## src/rtl/cpu_cu_if.sv

```systemverilog
// Control bundle between the multi-cycle control unit and the execution unit.
// The control unit owns the master side; the execution unit takes the slave side.
interface cpu_cu_if;
    logic [15:0] IR;
    logic [2:0]  ALU_Status;
    logic        rw_en;
    logic        s_sel;
    logic        adr_sel;
    logic        ir_ld;
    logic        pc_ld;
    logic        pc_inc;
    logic        pc_sel;
    logic [2:0]  W_Adr;
    logic [2:0]  R_Adr;
    logic [2:0]  S_Adr;
    logic [3:0]  Alu_Op;
    logic        mem_we;
    logic [2:0]  flags;
    logic        halted;
    logic        inst_done;

    modport master (
        input  IR, ALU_Status,
        output rw_en, s_sel, adr_sel, ir_ld, pc_ld, pc_inc, pc_sel,
        output W_Adr, R_Adr, S_Adr, Alu_Op, mem_we, flags, halted, inst_done
    );

    modport slave (
        output IR, ALU_Status,
        input  rw_en, s_sel, adr_sel, ir_ld, pc_ld, pc_inc, pc_sel,
        input  W_Adr, R_Adr, S_Adr, Alu_Op, mem_we, flags, halted, inst_done
    );
endinterface

```

## src/rtl/cpu_cu.sv

```systemverilog
// Multi-cycle Moore control unit for the 16-bit CPU.
// Runs FETCH -> DECODE -> EXECUTE and keeps a latched flag copy for branches.
module cpu_cu #(
    parameter logic [3:0] ALU_PASS_R = 4'h0,
    parameter logic [3:0] ALU_PASS_S = 4'h1
) (
    input logic      clk,
    input logic      reset,
    cpu_cu_if.master bus
);

    typedef enum logic [3:0] {
        RST, FETCH, DECODE, EX_ALU, EX_LD, EX_ST, EX_BR, EX_JMP, HALT
    } state_t;

    state_t     state;
    state_t     nxt;
    logic [2:0] flags_q;
    logic       br_take;

    wire [1:0] cls = bus.IR[15:14];
    wire       sub = bus.IR[13];

    assign bus.W_Adr = bus.IR[8:6];
    assign bus.R_Adr = bus.IR[5:3];
    assign bus.S_Adr = bus.IR[2:0];
    assign bus.flags = flags_q;

    // Latched flags are {N,Z,C}
    always_comb begin
        br_take = 1'b0;
        unique case (bus.IR[13:11])
            3'b000:  br_take = 1'b1;
            3'b001:  br_take = flags_q[1];
            3'b010:  br_take = !flags_q[1];
            3'b011:  br_take = flags_q[0];
            3'b100:  br_take = !flags_q[0];
            3'b101:  br_take = flags_q[2];
            3'b110:  br_take = !flags_q[2];
            default: br_take = 1'b0;
        endcase
    end

    always_ff @(posedge clk or negedge reset) begin
        if (!reset) begin
            state   <= RST;
            flags_q <= 3'b000;
        end else begin
            state <= nxt;
            if (state == EX_ALU)
                flags_q <= bus.ALU_Status;
        end
    end

    always_comb begin
        nxt           = state;
        bus.rw_en     = 1'b0;
        bus.s_sel     = 1'b0;
        bus.adr_sel   = 1'b0;
        bus.ir_ld     = 1'b0;
        bus.pc_ld     = 1'b0;
        bus.pc_inc    = 1'b0;
        bus.pc_sel    = 1'b0;
        bus.Alu_Op    = ALU_PASS_R;
        bus.mem_we    = 1'b0;
        bus.halted    = 1'b0;
        bus.inst_done = 1'b0;
        unique case (state)
            RST: nxt = FETCH;
            FETCH: begin
                bus.ir_ld  = 1'b1;
                bus.pc_inc = 1'b1;
                nxt        = DECODE;
            end
            DECODE: begin
                unique case (1'b1)
                    cls == 2'b00:         nxt = EX_ALU;
                    cls == 2'b01:         nxt = EX_BR;
                    cls == 2'b10 && !sub: nxt = EX_LD;
                    cls == 2'b10 && sub:  nxt = EX_ST;
                    cls == 2'b11 && !sub: nxt = EX_JMP;
                    cls == 2'b11 && sub:  nxt = HALT;
                    default:              nxt = RST;
                endcase
            end
            EX_ALU: begin
                bus.Alu_Op    = bus.IR[13:10];
                bus.rw_en     = 1'b1;
                bus.inst_done = 1'b1;
                nxt           = FETCH;
            end
            EX_LD: begin
                bus.adr_sel   = 1'b1;
                bus.s_sel     = 1'b1;
                bus.Alu_Op    = ALU_PASS_S;
                bus.rw_en     = 1'b1;
                bus.inst_done = 1'b1;
                nxt           = FETCH;
            end
            EX_ST: begin
                bus.adr_sel   = 1'b1;
                bus.Alu_Op    = ALU_PASS_S;
                bus.mem_we    = 1'b1;
                bus.inst_done = 1'b1;
                nxt           = FETCH;
            end
            EX_BR: begin
                bus.pc_ld     = br_take;
                bus.inst_done = 1'b1;
                nxt           = FETCH;
            end
            EX_JMP: begin
                bus.pc_sel    = 1'b1;
                bus.pc_ld     = 1'b1;
                bus.inst_done = 1'b1;
                nxt           = FETCH;
            end
            HALT: bus.halted = 1'b1;
            default: nxt = RST;
        endcase
    end

endmodule

```

## src/flat_wrapper.sv

```systemverilog
// flat-port wrapper written by rule: the top's interface ports become plain ports
module cpu_cu_flat 
#(
    parameter logic [3:0] ALU_PASS_R = 4'h0,
    parameter logic [3:0] ALU_PASS_S = 4'h1
)
  (clk, reset, bus_IR, bus_ALU_Status, bus_rw_en, bus_s_sel, bus_adr_sel, bus_ir_ld, bus_pc_ld, bus_pc_inc, bus_pc_sel, bus_W_Adr, bus_R_Adr, bus_S_Adr, bus_Alu_Op, bus_mem_we, bus_flags, bus_halted, bus_inst_done);
  cpu_cu_if bus_i ();
  input logic clk;
  input logic reset;
  input wire logic [$bits(bus_i.IR)-1:0] bus_IR;
  input wire logic [$bits(bus_i.ALU_Status)-1:0] bus_ALU_Status;
  output wire logic [$bits(bus_i.rw_en)-1:0] bus_rw_en;
  output wire logic [$bits(bus_i.s_sel)-1:0] bus_s_sel;
  output wire logic [$bits(bus_i.adr_sel)-1:0] bus_adr_sel;
  output wire logic [$bits(bus_i.ir_ld)-1:0] bus_ir_ld;
  output wire logic [$bits(bus_i.pc_ld)-1:0] bus_pc_ld;
  output wire logic [$bits(bus_i.pc_inc)-1:0] bus_pc_inc;
  output wire logic [$bits(bus_i.pc_sel)-1:0] bus_pc_sel;
  output wire logic [$bits(bus_i.W_Adr)-1:0] bus_W_Adr;
  output wire logic [$bits(bus_i.R_Adr)-1:0] bus_R_Adr;
  output wire logic [$bits(bus_i.S_Adr)-1:0] bus_S_Adr;
  output wire logic [$bits(bus_i.Alu_Op)-1:0] bus_Alu_Op;
  output wire logic [$bits(bus_i.mem_we)-1:0] bus_mem_we;
  output wire logic [$bits(bus_i.flags)-1:0] bus_flags;
  output wire logic [$bits(bus_i.halted)-1:0] bus_halted;
  output wire logic [$bits(bus_i.inst_done)-1:0] bus_inst_done;
  assign bus_i.IR = bus_IR;
  assign bus_i.ALU_Status = bus_ALU_Status;
  assign bus_rw_en = bus_i.rw_en;
  assign bus_s_sel = bus_i.s_sel;
  assign bus_adr_sel = bus_i.adr_sel;
  assign bus_ir_ld = bus_i.ir_ld;
  assign bus_pc_ld = bus_i.pc_ld;
  assign bus_pc_inc = bus_i.pc_inc;
  assign bus_pc_sel = bus_i.pc_sel;
  assign bus_W_Adr = bus_i.W_Adr;
  assign bus_R_Adr = bus_i.R_Adr;
  assign bus_S_Adr = bus_i.S_Adr;
  assign bus_Alu_Op = bus_i.Alu_Op;
  assign bus_mem_we = bus_i.mem_we;
  assign bus_flags = bus_i.flags;
  assign bus_halted = bus_i.halted;
  assign bus_inst_done = bus_i.inst_done;
  cpu_cu #(.ALU_PASS_R(ALU_PASS_R), .ALU_PASS_S(ALU_PASS_S)) u_core (.clk(clk), .reset(reset), .bus(bus_i));
endmodule
```

## config.mk

```make
export PLATFORM = sky130hd
export DESIGN_NAME = cpu_cu_flat
export DESIGN_NICKNAME = d
export VERILOG_FILES = /design/src/rtl/cpu_cu_if.sv /design/src/rtl/cpu_cu.sv /design/src/flat_wrapper.sv
export SDC_FILE = /design/constraint.sdc
export NUM_CORES = 1
export LEC_CHECK = 0
export CAP_MARGIN = 15
export CORE_MARGIN = 2
export CORE_UTILIZATION = 28
export DETAILED_ROUTE_END_ITERATION = 16
export GPL_ROUTABILITY_DRIVEN = 0
export PLACE_DENSITY = 0.74
export SETUP_SLACK_MARGIN = 0.3
export SLEW_MARGIN = 20
export SYNTH_ARGS = -nofsm -noshare
export SYNTH_HDL_FRONTEND = slang
export SYNTH_SLANG_ARGS = --single-unit
```

## constraint.sdc

```tcl
create_clock -name clk -period 1.3 [get_ports clk]
set_input_delay 0.26 -clock clk [delete_from_list [all_inputs] [get_ports clk]]
set_output_delay 0.26 -clock clk [all_outputs]
set_load 0.05 [all_outputs]
```

==> flow_summary.toml <==
[status]
status = "complete, but fails checks"
violations = "setup timing"

[global_routing]
overflow = 0
grt_max_degree = 8
grt_use_total = 0.1800
grt_pass1_vias = 697
grt_pass1_wl_um = 3167
antenna_found_initial = 0

[die]
core_area_um2 = 1942
boundaryPins = 47
num_rows = 16
initial_core_util = 0.2919
die_w_um = 48.99
die_y_um = 48.99
die_area_um2 = 2400

[clock_network]
cts_sinks = 7
cts_hold_buf = 0
cts.path.max_buffers = 2
cts_tree = "yes"
htree_levels = 1
clk_latency_ns = 0.27
cts_buffers = 3
cts-root-buf = "clkbuf_4"
path_clk_slew_ns = 0.06

[worst_setup_path]
path_max_fanout = 2
r2r_start = "u_core.state[1]"
r2r_slack_ns = -0.21
cpPeakStageDelay_ns = 0.42
reg2reg_to = "u_core.bus.flags[0]"
path_cells = "mux2_4 > a21o_1 > a311oi_4 > buf_12"
cp_data_required_time_ns = 1.04
path_class = "reg2out"
slowest_stage = "dfrtp_2"
reg2regPathDepth = 5
cp-end-kind = "primary output"
start_kind = "register"
crit_arrival_ns = 1.60

[timing]
hold_viol = 0
rsz0062_at_grt = "true"
fmax_ghz = 0.5377
final_max_slew_viol_count = 0
post-route-min-period_ns = 1.860
skew_ns = 0.01072
worst_slack_ns = -0.5598
finalSetupViolations = 20
fin_crit_sh = 1.431
maxSlewHeadroom = 0.7872
tightest_slew_ns = 0.3183

[placement]
placed_area_um2 = 1249
pre_cts_ws_ns = -0.6621
portBuffers = 27
dp_hpwl_um = 1446

[logic_synthesis]
yosys_warnings = 0
yosysSeqAreaShare = 0.3091
syn_area_per_cell_um2 = 9.142
synthesis.nets = 83
ys_seq_elements = 7
syn_inst = 62
syn_area_um2 = 566.8
ys_types = 26

[finish]
syn_to_final_growth_pct = 154.7
drive_gt1_frac = 0.7589
nets = 134
fin_area_um2 = 1444
diodes = 0

[route]
dr_total_vias = 648
wl_per_cell_um = 15.76
first_pass_iters = 2
avgViaCountPerCell = 4.662
drt_iter0_drc = 2
drc = 0
final_antenna_net_count = 0
wl_um = 2191

[power]
ir_drop_mv = 2.741
leakage_uw = 0.0006286
powerDensity_nw_per_um2 = 2721

[hold_path]
min_path_type = "in2async"

[run]
maxCapViolations = 0
[cells in the final DEF (no fill, tap or decap), types with 2 or more instances in the layout]
cell type,instances
buf_12,18
buf_4,15
buf_6,14
clkdlybuf4s50_1,7
dfrtp_2,6
and2_4,4
mux2_4,4
nand2b_4,3
nor2_4,3
nor3_4,3
clkbuf_4,3
nor2_1,2
nand3_1,2
a21o_1,2
nor2_2,2
nand2b_1,2
a211oi_2,2
dlygate4sd2_1,2
[worst max-delay path by stage]
stage	end	from	slack, ns
2_1_floorplan	bus_pc_ld	u_core.bus.flags[1]	-0.51
5_1_grt	bus_pc_ld	u_core.bus.flags[1]	-0.62
4_1_cts	bus_pc_ld	u_core.bus.flags[1]	-0.56
3_5_place_dp	bus_pc_ld	bus_IR[12]	-0.66
6_report	bus_pc_ld	u_core.bus.flags[1]	-0.56
3_3_place_gp	bus_pc_ld	bus_IR[12]	-0.60
[power by group]
| group | switching [µW] | internal (µW) | total, µW |
|---|---|---|---|
| Sequential | 147 | 326 | 473 |
| Clock | 96.2 | 118 | 214 |
| Combinational | 1480 | 1770 | 3240 |
| Total | 1720 | 2210 | 3930 |
[timing repair]
action,4_1_cts,5_1_grt
gates resized for setup,14,11
setup buffers,5,6
pin swaps,4,9
endpoints found under the setup margin,24,24
[synthesized netlist by cell type (all sizes together)]
cell    number  share of area
inv          1         0.0066
nor4b        1          0.015
or2          1          0.011
nor3b        1          0.013
nand3        2          0.018
nor2         7          0.046
a21oi        1         0.0088
and2         4          0.044
xnor2        1          0.015
buf         11           0.15
o21ai        2          0.018
o21bai       1          0.013
a21o         3          0.040
nor3         4          0.055
dfrtp        7           0.31
mux2         4          0.099
nand2b       5          0.055
a311oi       1          0.015
or3          1          0.011
nand2        1          0.011
a211oi       2          0.026
and3b        1          0.015
[per-stage QoR]
stage | hold WS [ns] | power, µW | TNS [ns] | util | instances
final | 0.2450 | 3929 | -6.147 | 0.7436 | 139
after global routing | 0.2657 | 4096 | -7.299 | 0.7436 | 139
after CTS | 0.2532 | 3689 | -5.350 | 0.6991 | 133
after detailed placement | 0.5203 | 3277 | -2.171 | 0.6430 | 124
after global placement | 0.5203 | 3222 | -1.788 | 0.6430 | 124
after floorplan | -0.03559 | 2011 | -2.969 | - | 62
[sequential cells by signal (all words and copies together), names as in the netlist]
signal / cells
u_core.state: 4
u_core.bus.flags: 3
[logic make-up after synthesis]
kind of cell / count (synthesis) / synth area share
and+or+nand+nor: 28 / 0.2958
buffers and inverters: 12 / 0.1589
muxes: 4 / 0.09933
DFF: 7 / 0.3091
AOI/OAI and AO/OA: 10 / 0.1214
xor gates and xnor gates: 1 / 0.01546
[per-layer routing]
metal,vias to the layer above,track usage,wire [µm]
met2,20,0.3425,1360
met4,0,0.06190,44
met3,5,0.06748,115
li1,307,-,-
met5,-,0,0
met1,316,0.1759,671
[area by class of cell]
| class | count | area [µm²] |
|---|---|---|
| Fill cell | 147 | 498.0 |
| Tap cell | 27 | 33.78 |
| Sequential cell | 7 | 182.7 |
| Inverter | 1 | 3.754 |
| Multi-Input combinational cell | 43 | 466.7 |
| Timing Repair Buffer | 57 | 730.7 |
| Clock buffer | 4 | 26.28 |
[worst max-delay path, delay by kind of cell (launching register included)]
family | cells | cell delay, ns
flip-flops | 1 | 0.42
AO/OA/AOI/OAI | 2 | 0.44
buffers and inverters | 1 | 0.18
multiplexers | 1 | 0.30
No activity file was read; power rests on OpenSTA's default activity.
